## config.mk

```make
export PLATFORM = sky130hd
export DESIGN_NAME = monitor_sched
export DESIGN_NICKNAME = d
export VERILOG_FILES = /design/src/rtl/monitor_sched.sv
export SDC_FILE = /design/constraint.sdc
export NUM_CORES = 1
export LEC_CHECK = 0
export CAP_MARGIN = 10
export CORE_ASPECT_RATIO = 1.4
export CORE_MARGIN = 2
export CORE_UTILIZATION = 25
export CTS_BUF_LIST = sky130_fd_sc_hd__clkbuf_8
export DETAILED_ROUTE_END_ITERATION = 7
export HOLD_SLACK_MARGIN = 0.15
export SLEW_MARGIN = 15
export SYNTH_ARGS = -nofsm -noshare
export SYNTH_HDL_FRONTEND = slang
export SYNTH_SLANG_ARGS = --single-unit
```

## constraint.sdc

```tcl
create_clock -name clk -period 5.13 [get_ports clk]
set_input_delay 0.7695 -clock clk [delete_from_list [all_inputs] [get_ports clk]]
set_output_delay 0.7695 -clock clk [all_outputs]
set_load 0.02 [all_outputs]
```

## src/rtl/monitor_sched.sv

```systemverilog
// Round-robin scheduler time-sharing one temperature monitor across channels.
// Define MONITOR_SCHED_ALARM_EN for sticky per-channel |delta|>=10 alarms.
module monitor_sched #(
  parameter int CHANNELS = 4,
  parameter int SETTLE   = 3,
  parameter int CW       = $clog2(CHANNELS)
) (
  input  logic                   clk,
  input  logic                   rst,
  input  logic                   run,
  input  logic                   mode,
  input  logic [CHANNELS-1:0]    req,
  input  logic [13*CHANNELS-1:0] ch_temp,
  output logic [CHANNELS-1:0]    gnt,
  output logic                   busy,
  output logic                   mon_en,
  output logic                   mon_mode,
  output logic [3:0]             mon_value_ones,
  output logic [3:0]             mon_value_tens,
  output logic [3:0]             mon_value_huns,
  output logic                   mon_value_sign,
  input  logic [3:0]             mon_delta_ones,
  input  logic [3:0]             mon_delta_tens,
  input  logic [3:0]             mon_delta_huns,
  input  logic                   mon_delta_sign,
  input  logic [3:0]             mon_state,
  output logic                   res_valid,
  output logic [CW-1:0]          res_ch,
  output logic [12:0]            res_delta,
  output logic [3:0]             res_state,
  output logic [CHANNELS-1:0]    alarm,
  input  logic [CHANNELS-1:0]    alarm_clr
);

  localparam int SW = (SETTLE < 2) ? 1 : $clog2(SETTLE);

  typedef enum logic [2:0] {
    S_IDLE,
    S_LOAD_PREV,
    S_LOAD_CUR,
    S_SETTLE,
    S_CAPTURE
  } state_t;

  state_t              state_q, state_d;
  logic [SW-1:0]       cnt_q, cnt_d;
  logic [CW-1:0]       ch_q, ch_d;
  logic [CW-1:0]       last_q, last_d;
  logic [12:0]         cur_q, cur_d;
  logic [12:0]         val_q, val_d;
  logic                mode_q, mode_d;
  logic                en_q, en_d;
  logic                rv_q, rv_d;
  logic [CW-1:0]       rch_q, rch_d;
  logic [12:0]         rd_q, rd_d;
  logic [3:0]          rs_q, rs_d;
  logic [12:0]         prev_q [CHANNELS];
  logic [12:0]         prev_d [CHANNELS];
  logic [CHANNELS-1:0] pv_q, pv_d;
  logic [CHANNELS-1:0] al_q, al_d;

  logic                found;
  logic                grant;
  logic [CW-1:0]       idx;
  logic [CW-1:0]       sel;
  logic [12:0]         sel_temp;
  logic [12:0]         delta_in;

  assign delta_in = {mon_delta_sign, mon_delta_huns,
                     mon_delta_tens, mon_delta_ones};

`ifdef MONITOR_SCHED_ALARM_EN
  logic alarm_hit;
  assign alarm_hit = (mon_delta_huns != 4'd0) ||
                     (mon_delta_tens != 4'd0);
`else
  logic unused_clr;
  assign unused_clr = ^alarm_clr;
`endif

  // First requester strictly after the last served channel, wrapping.
  always_comb begin
    found = 1'b0;
    sel   = '0;
    idx   = '0;
    for (int i = 1; i <= CHANNELS; i++) begin
      idx = CW'((int'(last_q) + i) % CHANNELS);
      if (!found && req[idx]) begin
        found = 1'b1;
        sel   = idx;
      end
    end
  end

  assign sel_temp = ch_temp[13*sel +: 13];
  assign grant    = rst && run && found && (state_q == S_IDLE);
  assign gnt      = grant ? (CHANNELS'(1) << sel) : '0;

  always_comb begin
    state_d = state_q;
    cnt_d   = cnt_q;
    ch_d    = ch_q;
    last_d  = last_q;
    cur_d   = cur_q;
    val_d   = val_q;
    mode_d  = mode_q;
    en_d    = en_q;
    rv_d    = 1'b0;
    rch_d   = rch_q;
    rd_d    = rd_q;
    rs_d    = rs_q;
    pv_d    = pv_q;
    prev_d  = prev_q;
`ifdef MONITOR_SCHED_ALARM_EN
    al_d    = al_q & ~alarm_clr;
`else
    al_d    = '0;
`endif
    unique case (state_q)
      S_IDLE: begin
        if (grant) begin
          state_d = S_LOAD_PREV;
          ch_d    = sel;
          cur_d   = sel_temp;
          mode_d  = mode;
          en_d    = 1'b1;
          // No history yet: replay the new sample so the delta is zero.
          val_d   = pv_q[sel] ? prev_q[sel] : sel_temp;
        end
      end
      S_LOAD_PREV: begin
        state_d = S_LOAD_CUR;
        en_d    = 1'b1;
        val_d   = cur_q;
      end
      S_LOAD_CUR: begin
        state_d = S_SETTLE;
        en_d    = 1'b0;
        cnt_d   = SW'(SETTLE - 1);
      end
      S_SETTLE: begin
        if (cnt_q == '0) begin
          state_d      = S_CAPTURE;
          rv_d         = 1'b1;
          rch_d        = ch_q;
          rd_d         = delta_in;
          rs_d         = mon_state;
          prev_d[ch_q] = cur_q;
          pv_d[ch_q]   = 1'b1;
          last_d       = ch_q;
`ifdef MONITOR_SCHED_ALARM_EN
          if (alarm_hit) al_d[ch_q] = 1'b1;
`endif
        end else begin
          cnt_d = cnt_q - 1'b1;
        end
      end
      S_CAPTURE: begin
        state_d = S_IDLE;
      end
      default: begin
        state_d = S_IDLE;
      end
    endcase
  end

  always_ff @(posedge clk or negedge rst) begin
    if (!rst) begin
      state_q <= S_IDLE;
      cnt_q   <= '0;
      ch_q    <= '0;
      last_q  <= CW'(CHANNELS - 1);
      cur_q   <= '0;
      val_q   <= '0;
      mode_q  <= 1'b0;
      en_q    <= 1'b0;
      rv_q    <= 1'b0;
      rch_q   <= '0;
      rd_q    <= '0;
      rs_q    <= '0;
      pv_q    <= '0;
      al_q    <= '0;
      for (int i = 0; i < CHANNELS; i++) begin
        prev_q[i] <= '0;
      end
    end else begin
      state_q <= state_d;
      cnt_q   <= cnt_d;
      ch_q    <= ch_d;
      last_q  <= last_d;
      cur_q   <= cur_d;
      val_q   <= val_d;
      mode_q  <= mode_d;
      en_q    <= en_d;
      rv_q    <= rv_d;
      rch_q   <= rch_d;
      rd_q    <= rd_d;
      rs_q    <= rs_d;
      pv_q    <= pv_d;
      al_q    <= al_d;
      prev_q  <= prev_d;
    end
  end

  assign busy      = (state_q != S_IDLE);
  assign mon_en    = en_q;
  assign mon_mode  = mode_q;
  assign {mon_value_sign, mon_value_huns,
          mon_value_tens, mon_value_ones} = val_q;
  assign res_valid = rv_q;
  assign res_ch    = rch_q;
  assign res_delta = rd_q;
  assign res_state = rs_q;
  assign alarm     = al_q;

endmodule

```

# ---- Word-level counts from Yosys, hierarchy flattened
# Cells that the tools add are included.
dict set report word_totals {
  out_inout_bits 44
  word_cells 106
  regBits 113
  input_bits 81
}
dict set report op_classes {
  n_mul 1
  magnitude_cmp 10
  bitwise_logic 3
  n_addsub 5
  n_mux 39
  eq_ne 6
  n_reduce_logical 23
  n_shift 2
}
# op count
set op_table {}
lappend op_table {{$mux W13} 5}
lappend op_table {{$bwmux W52} 1}
lappend op_table {{$shiftx A52 B7 Y13} 1}
lappend op_table {{$bmux W13 S2} 1}
lappend op_table {{$demux W13 S2} 1}
lappend op_table {{$pmux W13 S2} 1}
lappend op_table {{$lt A2 B3 Y1 const B} 6}
lappend op_table {{$mux W1} 13}
lappend op_table {{$pmux W3 S4} 1}
lappend op_table {{$reduce_and A2 Y1} 6}
lappend op_table {{$bmux W1 S2} 5}
lappend op_table {{$mux W2} 5}
lappend op_table {{$logic_and A1 B1 Y1} 8}
lappend op_table {{$eq A3 B2 Y1 const B} 2}
lappend op_table {{$ge A3 B3 Y1 const B} 2}
lappend op_table {{$mul A4 B2 Y6 const A} 1}
lappend op_table {{$mux W3} 2}
lappend op_table {{$ne A2 B2 Y1 const B} 3}
lappend op_table {{$not A2 Y3} 2}
lappend op_table {{$reduce_bool A3 Y1} 2}
lappend op_table {{$add A2 B1 Y2 const B} 2}
lappend op_table {{$add A2 B2 Y2 const B} 2}
lappend op_table {{$mux W4} 1}
lappend op_table {{$or A4 B4 Y4} 1}
lappend op_table {{other kinds (12)} 15}

# ---- Depth between registers and ports, before layout
# Gate-level depths: netlist of the first run.
dict set report depth {
  ltp_word 20
  ltp_mapped 8
  ltp_nobuf 7
}

# ---- Worst setup path after synthesis of the first run
# No wires, ideal clock.
dict set report synth_timing {
  path_kind {in2out}
  from {in req[0]}
  to {out gnt[3]}
  required_time_ns 4.360
  stages 6
  path_slack_ns 2.222
  arrival_ns 2.139
  n_path_buf 2
  cell_sequence {o21a_1 > a211oi_2 > buf_4 > buf_2 > nand2_1 > nor2_1}
}
dict set report synth_between {
  elab_chain_len 15
  elab_cells_between_ends 26
  classes_between {1 x shift; 17 x mux; 8 x reduce/logical}
}
# item line_no
set synth_lines {}
lappend synth_lines {{from (decl)} 12} ;# input logic [CHANNELS-1:0] req,
lappend synth_lines {{$bmux W1 S2} 88} ;# if (!found && req[idx]) begin
lappend synth_lines {{$mux W1 (implied by the code)} 88}
lappend synth_lines {{$mux W1} 88}
lappend synth_lines {{$logic_not A1 Y1} 88}
lappend synth_lines {{$logic_and A1 B1 Y1} 88}
lappend synth_lines {{$mux W1} 88}
lappend synth_lines {{$logic_not A1 Y1} 88}
lappend synth_lines {{$logic_and A1 B1 Y1} 88}
lappend synth_lines {{$mux W1} 88}
lappend synth_lines {{$logic_not A1 Y1} 88}
lappend synth_lines {{$logic_and A1 B1 Y1} 88}
lappend synth_lines {{$mux W1} 88}
lappend synth_lines {{$logic_and A1 B1 Y1 (2 in a row)} 96} ;# assign grant = rst && run && found && (state_q == S_IDLE);
lappend synth_lines {{$mux W4 *} 97} ;# assign gnt = grant ? (CHANNELS'(1) << sel) : '0;
lappend synth_lines {{to (decl)} 14} ;# output logic [CHANNELS-1:0] gnt,
# Every way passes the cells marked *; elsewhere a longest branch is shown, timed or not. The select of a mux whose other input is x is not followed.

# ---- Worst setup path in the final report of the first run
dict set report layout_timing {
  from {in req[1]}
  to {out gnt[0]}
}
# Same word-level chain as after synthesis.

==> results.md, run 1 <==
* Worst-skew pair later-pin latency at 0.43 ns
* TritonCTS buffer count at 17
* Final worst slack at 1.18 ns
* TritonCTS clock tree: built
* Ys Warns at 0
* Worst slew pin tran at 0.898 ns
* Full die area at around 24000 sq um
* Largest net degree at the start of global routing at 70
* Max Fclk at about 250 MHz
* Die X at 130 um
* Worst Setup Start Kind: primary input
* Die Span Y at 181 um
* Core area at 21900 sq um
* Relative slew slack at between 30% and 40%
* ANT cells at 0
* Setup tns final at 0 ns
* Final cell count without fillers at 909
* Req. time, crit path at ~4.4 ns
* Post-synth EDFFs at 0
* WS Path Type: in2out
* Routed WL per cell at about 15 um
* GRT overflow at 0
* Clock sinks at 113
* Final min period at 3.95 ns
* Clock transition at the registers of the reported paths at 0.07 ns
* Power density over the cells at about 570 nW/um^2
* Sequential area share after synthesis at 50.8%
* Mapped Cells at approximately 480
* RSZ-0062 raised after global routing: no
* Post-CTS setup buffer count at 0
* DP Cell Count at 877
* Fin. Hold Viols at 0
* Max FO, Critical Path at 10
* Leak at 3.42 nW
* Synth cell types at 36
* Detailed Route WL at 13.9 mm
* Arr. time, crit path at 3.18 ns
* Max_cap viols at 0
* Outcome: finished, final reports clean
* Main flop type after synthesis: dfrtp_1
* Vias in the first global route at about 4200
* Total global-route track usage at 12.4%
* Synthesis-to-layout area growth at 32.9%
* Share of cells above drive strength 1 at between 10% and 20%
* Via count at 4004
* DRC errors left at 0
* Clock Tree Buf Depth at 2
* Mean Syn Cell Area at 11.6 sq um
* Cell taking the most area after synthesis: dfrtp_1
* CTS root buf: clkbuf_8
* Setup violators final at 0
* DR iter-0 viols at 162
* Starting Density at 25.5%
* Initial antenna violation count at 0
* Nets at a little under 700
* Boundary Pins at 125
* Final GP Congestion at 0.693
* # rows at between 60 and 70
* FF+latch count, synth at 113
* Count leader, synth: dfrtp_1
* Skew final at 0.0103 ns
* Crit share post-route at between 70% and 80%
* Post-cts resize count at 0
* Cts hold-fix bufs at 0
* Final Max Tran Viols at 0
* Vias per cell at 4.40
* First-pass GRT wire length at ~22 mm
* Synthesized area at 5580 sq um
* Most frequent cells after synthesis: 111 x dfrtp_1, 94 x mux2i_1, 66 x nand2_1
* TritonRoute pass-1 iters at 6
* Htree depth at 4
* Port Buffer Count at 116
* Ys async rst share at 100%
* Hold Crit Class: in2async
* Post-synth top area share at 49.8%
* Worst Setup End Kind: primary output
* DP HPWL at slightly above 9 mm
* Final ANT Viol Nets at 0
* Pre-CTS setup slack at 1.15 ns
* Top cells by area, synth: dfrtp_1 50%, mux2i_1 17%, mux2_1 11%
* Max IR drop VDD at 0.000253 V
==> registers in the layout (all words and copies together) (netlist names) <==
register,cells
prev_q,52
cur_q,13
res_delta,13
val_q,13
pv_q,4
res_state,4
state_q,3
ch_q,2
cnt_q,2
last_q,2
res_ch,2
mon_en,1
mon_mode,1
res_valid,1
==> critical path, cell delays in order <==
cell	delay, ns
clkdlybuf4s50_1	0.48
nor2_1	0.28
nor3_1	0.13
a211oi_4	0.63
and3b_1	0.25
clkdlybuf4s50_1	0.63
==> worst paths after layout <==
path	depth (start not counted)	end	slack [ns]	start
min in group clk	1	pv_q[0]	0.47	pv_q[0]
worst max register to register	7	val_q[12]	2.07	last_q[0]
worst min register to register	1	pv_q[0]	0.47	pv_q[0]
worst max-delay path	6	gnt[0]	1.18	req[1]
max in group asynchronous	3	prev_q[11]	3.40	rst
worst min-delay path	2	res_delta[2]	0.44	rst
==> where the power goes <==
group,switching [mW],internal (mW),total (mW)
Combinational,0.987,0.930,1.92
Sequential,0.290,1.32,1.61
Clock,0.380,0.326,0.706
==> layer usage <==
metal	GRT usage, %	up-vias	routed length, um
met5	0	-	0
met4	4.26	0	175
met3	3.49	14	799
met2	20.3	107	6700
met1	15.5	1969	6280
li1	-	1914	-
==> cell usage in the layout, fill, tap and decap left out, drive strengths merged, types with 13 or more instances in the layout <==
cell / count
o21ai: 29
buf: 14
clkbuf: 17
dfrtp: 111
clkdlybuf4s50: 115
a22oi: 13
nor2: 13
mux2i: 95
mux2: 66
and2: 13
nand2: 66
==> final cells by class <==
class	instances	area, sq um
timing repair buffer	129	1260
sequential	113	2830
inverter	7	26.3
tap	297	372
multi-input combinational	331	2590
clock buffer	17	234
fill	2247	14500
clock inverter	15	97.6
==> kinds of logic (layout without fill, tap and decap cells) <==
kind of cell	Yosys count	in the layout	synth area share, %
compound gates	54	54	6.06
fa+ha+maj	1	1	0.224
buf+inv	38	168	3.50
flops	113	113	50.8
mux	161	161	30.4
other cells	1	4	0.0672
simple gates	111	111	8.95
==> stage by stage <==
stage / total power [mW] / instance area, sq um / util (%) / hold WS [ns]
6_report: 4.23 / 7410 / 33.9 / 0.440
5_1_grt: 4.55 / 7410 / 33.9 / 0.471
4_1_cts: 4.29 / 7410 / 33.9 / 0.434
3_5_place_dp: 3.57 / 7080 / 32.4 / 0.454
3_3_place_gp: 3.53 / 7080 / 32.4 / 0.451
2_1_floorplan: 2.85 / 5590 / - / 0.433
No activity file was read; power rests on OpenSTA's default activity.
==> inputs of run 2 (changes only) <==
==> constraint.sdc (replaced) <==
create_clock -name clk -period 3.98 [get_ports clk]
set_input_delay 0.597 -clock clk [delete_from_list [all_inputs] [get_ports clk]]
set_output_delay 0.597 -clock clk [all_outputs]
set_load 0.02 [all_outputs]
==> results.md, run 2 (same netlist as run 1, synthesis figures left out) <==
* Outcome: finished, final reports clean (unchanged)
* Fin. Hold Viols at 0 (unchanged)
* Comb pwr share at 44.1% (was 45.3%)
* Buf/Inv on CP at 2 (unchanged)
* Pre-CTS setup slack at 0.467 ns (was 1.15 ns)
* First-pass GRT wire length at 22.5 mm (was 22.4 mm)
* Max_cap viols at 0 (unchanged)
* Hold WS at 0.269 ns (was 0.440 ns)
* TritonCTS clock tree: built (unchanged)
* Setup tns final at 0 ns (unchanged)
* Crit-path slowest cell: a211oi_4 (unchanged)
* Clk pwr share at 19.2% (was 16.7%)
* Clock sinks at 113 (unchanged)
* Max IR drop VDD at 0.000360 V (was 0.000253 V)
* Routed WL per cell at 15.1 um (was 15.3 um)
* Vias per cell at 4.40 (about the same)
* CP Launch Point: req[0] (was req[1])
* Worst Setup Start Kind: primary input (unchanged)
* DP HPWL at 9.09 mm (was 9.19 mm)
* Final Max Tran Viols at 0 (unchanged)
* Share of cells above drive strength 1 at 10.7% (was 11.1%)
* Relative slew slack at 41.7% (was 40.0%)
* DR iter-0 viols at 171 (was 162)
* Starting Density at 25.5% (unchanged)
* Max Fclk at 289 MHz
* Sequential share of power at 36.7% (was 38.0%)
* RSZ-0062 raised after global routing: no (unchanged)
* Total global-route track usage at 12.4% (about the same)
* Hold Crit Class: in2async (unchanged)
* Port Buffer Count at 116 (unchanged)
* Psw at 2.07 mW (was 1.66 mW)
* Max reg flops at 52 (unchanged)
* Worst-skew pair later-pin latency at 0.43 ns (about the same)
* Internal power at 3.55 mW (was 2.57 mW)
* Largest net degree at the start of global routing at 70 (unchanged)
* Worst r2r src: state_q[1] (was last_q[0])
* Req. time, crit path at 3.38 ns (was 4.36 ns)
* # rows at 64 (unchanged)
* TritonRoute pass-1 iters at 4 (was 6)
* Most frequent cells in the layout: 115 x clkdlybuf4s50_1, 111 x dfrtp_1, 94 x mux2i_1 (unchanged)
* Max FO, Critical Path at 12 (was 10)
* Switching Fraction at 36.8% (was 39.2%)
* Worst slew pin tran at 0.875 ns (was 0.898 ns)
* Leak at 3.51 nW (was 3.42 nW)
* Initial antenna violation count at 0 (unchanged)
* Cts hold-fix bufs at 0 (unchanged)
* Tot Pwr at 5.62 mW (was 4.23 mW)
* Synthesis-to-layout area growth at 34.6% (was 32.9%)
* Die X at 130 um (unchanged)
* Post-CTS setup buffer count at 0 (unchanged)
* Final ANT Viol Nets at 0 (unchanged)
* Final GP Congestion at 0.696 (was 0.693)
* Clock transition at the registers of the reported paths at 0.07 ns (about the same)
* Commonest non-fill, non-tap cell in the layout: clkdlybuf4s50_1 (unchanged)
* Reg with most FFs: prev_q (unchanged)
* Vias in the first global route at 4167 (was 4240)
* Boundary Pins at 125 (unchanged)
* WS Path Type: in2out (unchanged)
* Post-cts resize count at 0 (unchanged)
* Htree depth at 4 (unchanged)
* CTS root buf: clkbuf_8 (unchanged)
* Nets at 686 (was 681)
* DP Cell Count at 882 (was 877)
* Final worst slack at 0.517 ns (was 1.18 ns)
* Arr. time, crit path at 2.87 ns (was 3.18 ns)
* TritonCTS buffer count at 17 (unchanged)
* Critical Path Max Stage Delay at 0.65 ns (was 0.63 ns)
* Full die area at 23500 sq um (unchanged)
* Power density over the cells at 749 nW/um^2 (was 571 nW/um^2)
* Crit path top cell by count: clkdlybuf4s50_1 (unchanged)
* Skew final at 0.00814 ns (was 0.0103 ns)
* Final min period at 3.46 ns
* Die Span Y at 181 um (unchanged)
* CP cell instances: clkdlybuf4s50_1 -> o21a_1 -> a211oi_4 -> and3_1 -> clkdlybuf4s50_1 (was clkdlybuf4s50_1 -> nor2_1 -> nor3_1 -> a211oi_4 -> and3b_1 -> clkdlybuf4s50_1)
* Final cell count without fillers at 914 (was 909)
* Crit share post-route at slightly below 90%
* Detailed Route WL at 13.8 mm (was 13.9 mm)
* Via count at 4018 (was 4004)
* Core area at 21900 sq um (unchanged)
* Crit path max-delay family: buffers and inverters (unchanged)
* Worst Setup End Kind: primary output (unchanged)
* GRT overflow at 0 (unchanged)
* Setup violators final at 0 (unchanged)
* Clock Tree Buf Depth at 2 (unchanged)
* ANT cells at 0 (unchanged)
* DRC errors left at 0 (unchanged)
## run 2: changes by cell type in the layout (fill, tap and decap cells not counted)
cell and change:
o21ai_1 +1, o21ai_2 -1, bufinv_16 +3, clkinvlp_4 -6
clkinv_4 -2, clkinv_2 -3, buf_4 +5, inv_1 +6
clkbuf_8 +2
## run 2: layout make-up
cell class,instances,area [sq um]
clock buffer,19,262
fill,2189,14400
clock inverter,13,133
inverter,7,26.3
timing repair buffer,134,1290
multi-input combinational,331,2590
sequential,113,2830
tap,297,372
## run 2: power groups by stage
stage,registers (mW),logic (mW),clock network [mW]
global placement,2.07,2.50,0
global route,2.15,2.73,1.18
floorplan,2.20,1.48,0
finish,2.06,2.48,1.08
CTS,2.07,2.54,1.11
detailed placement,2.08,2.53,0
## run 2: stage by stage
step           utilization, %  cell area [sq um]
2_1_floorplan               -               5590
3_3_place_gp             32.5               7110
3_5_place_dp             32.5               7110
4_1_cts                  34.3               7510
5_1_grt                  34.3               7510
6_report                 34.3               7510
## run 2: worst paths after layout
| kind | slack [ns] | endpoint | cells after the start |
|---|---|---|---|
| min in group clk | 0.47 | pv_q[3] | 1 |
| worst max register to register | 1.23 | prev_q[2] | 6 |
| worst min register to register | 0.47 | pv_q[3] | 1 |
| worst min-delay path | 0.27 | res_state[3] | 2 |
| worst max-delay path | 0.52 | gnt[2] | 5 |
| max in group asynchronous | 2.40 | pv_q[3] | 3 |
## run 2: worst reg2reg max path: stages (launching register included)
cell     delay (ns)
dfrtp_1        0.47
nor2b_1        0.24
nand3_1        0.10
buf_4          0.23
inv_2          0.32
nand3_1        0.70
mux2_1         0.56
## run 2: per-layer routing
| metal | GRT usage [%] | wire length (um) |
|---|---|---|
| met5 | 0 | 0 |
| met4 | 4.04 | 205 |
| met3 | 3.91 | 821 |
| met2 | 20.0 | 6700 |
| met1 | 15.6 | 6030 |
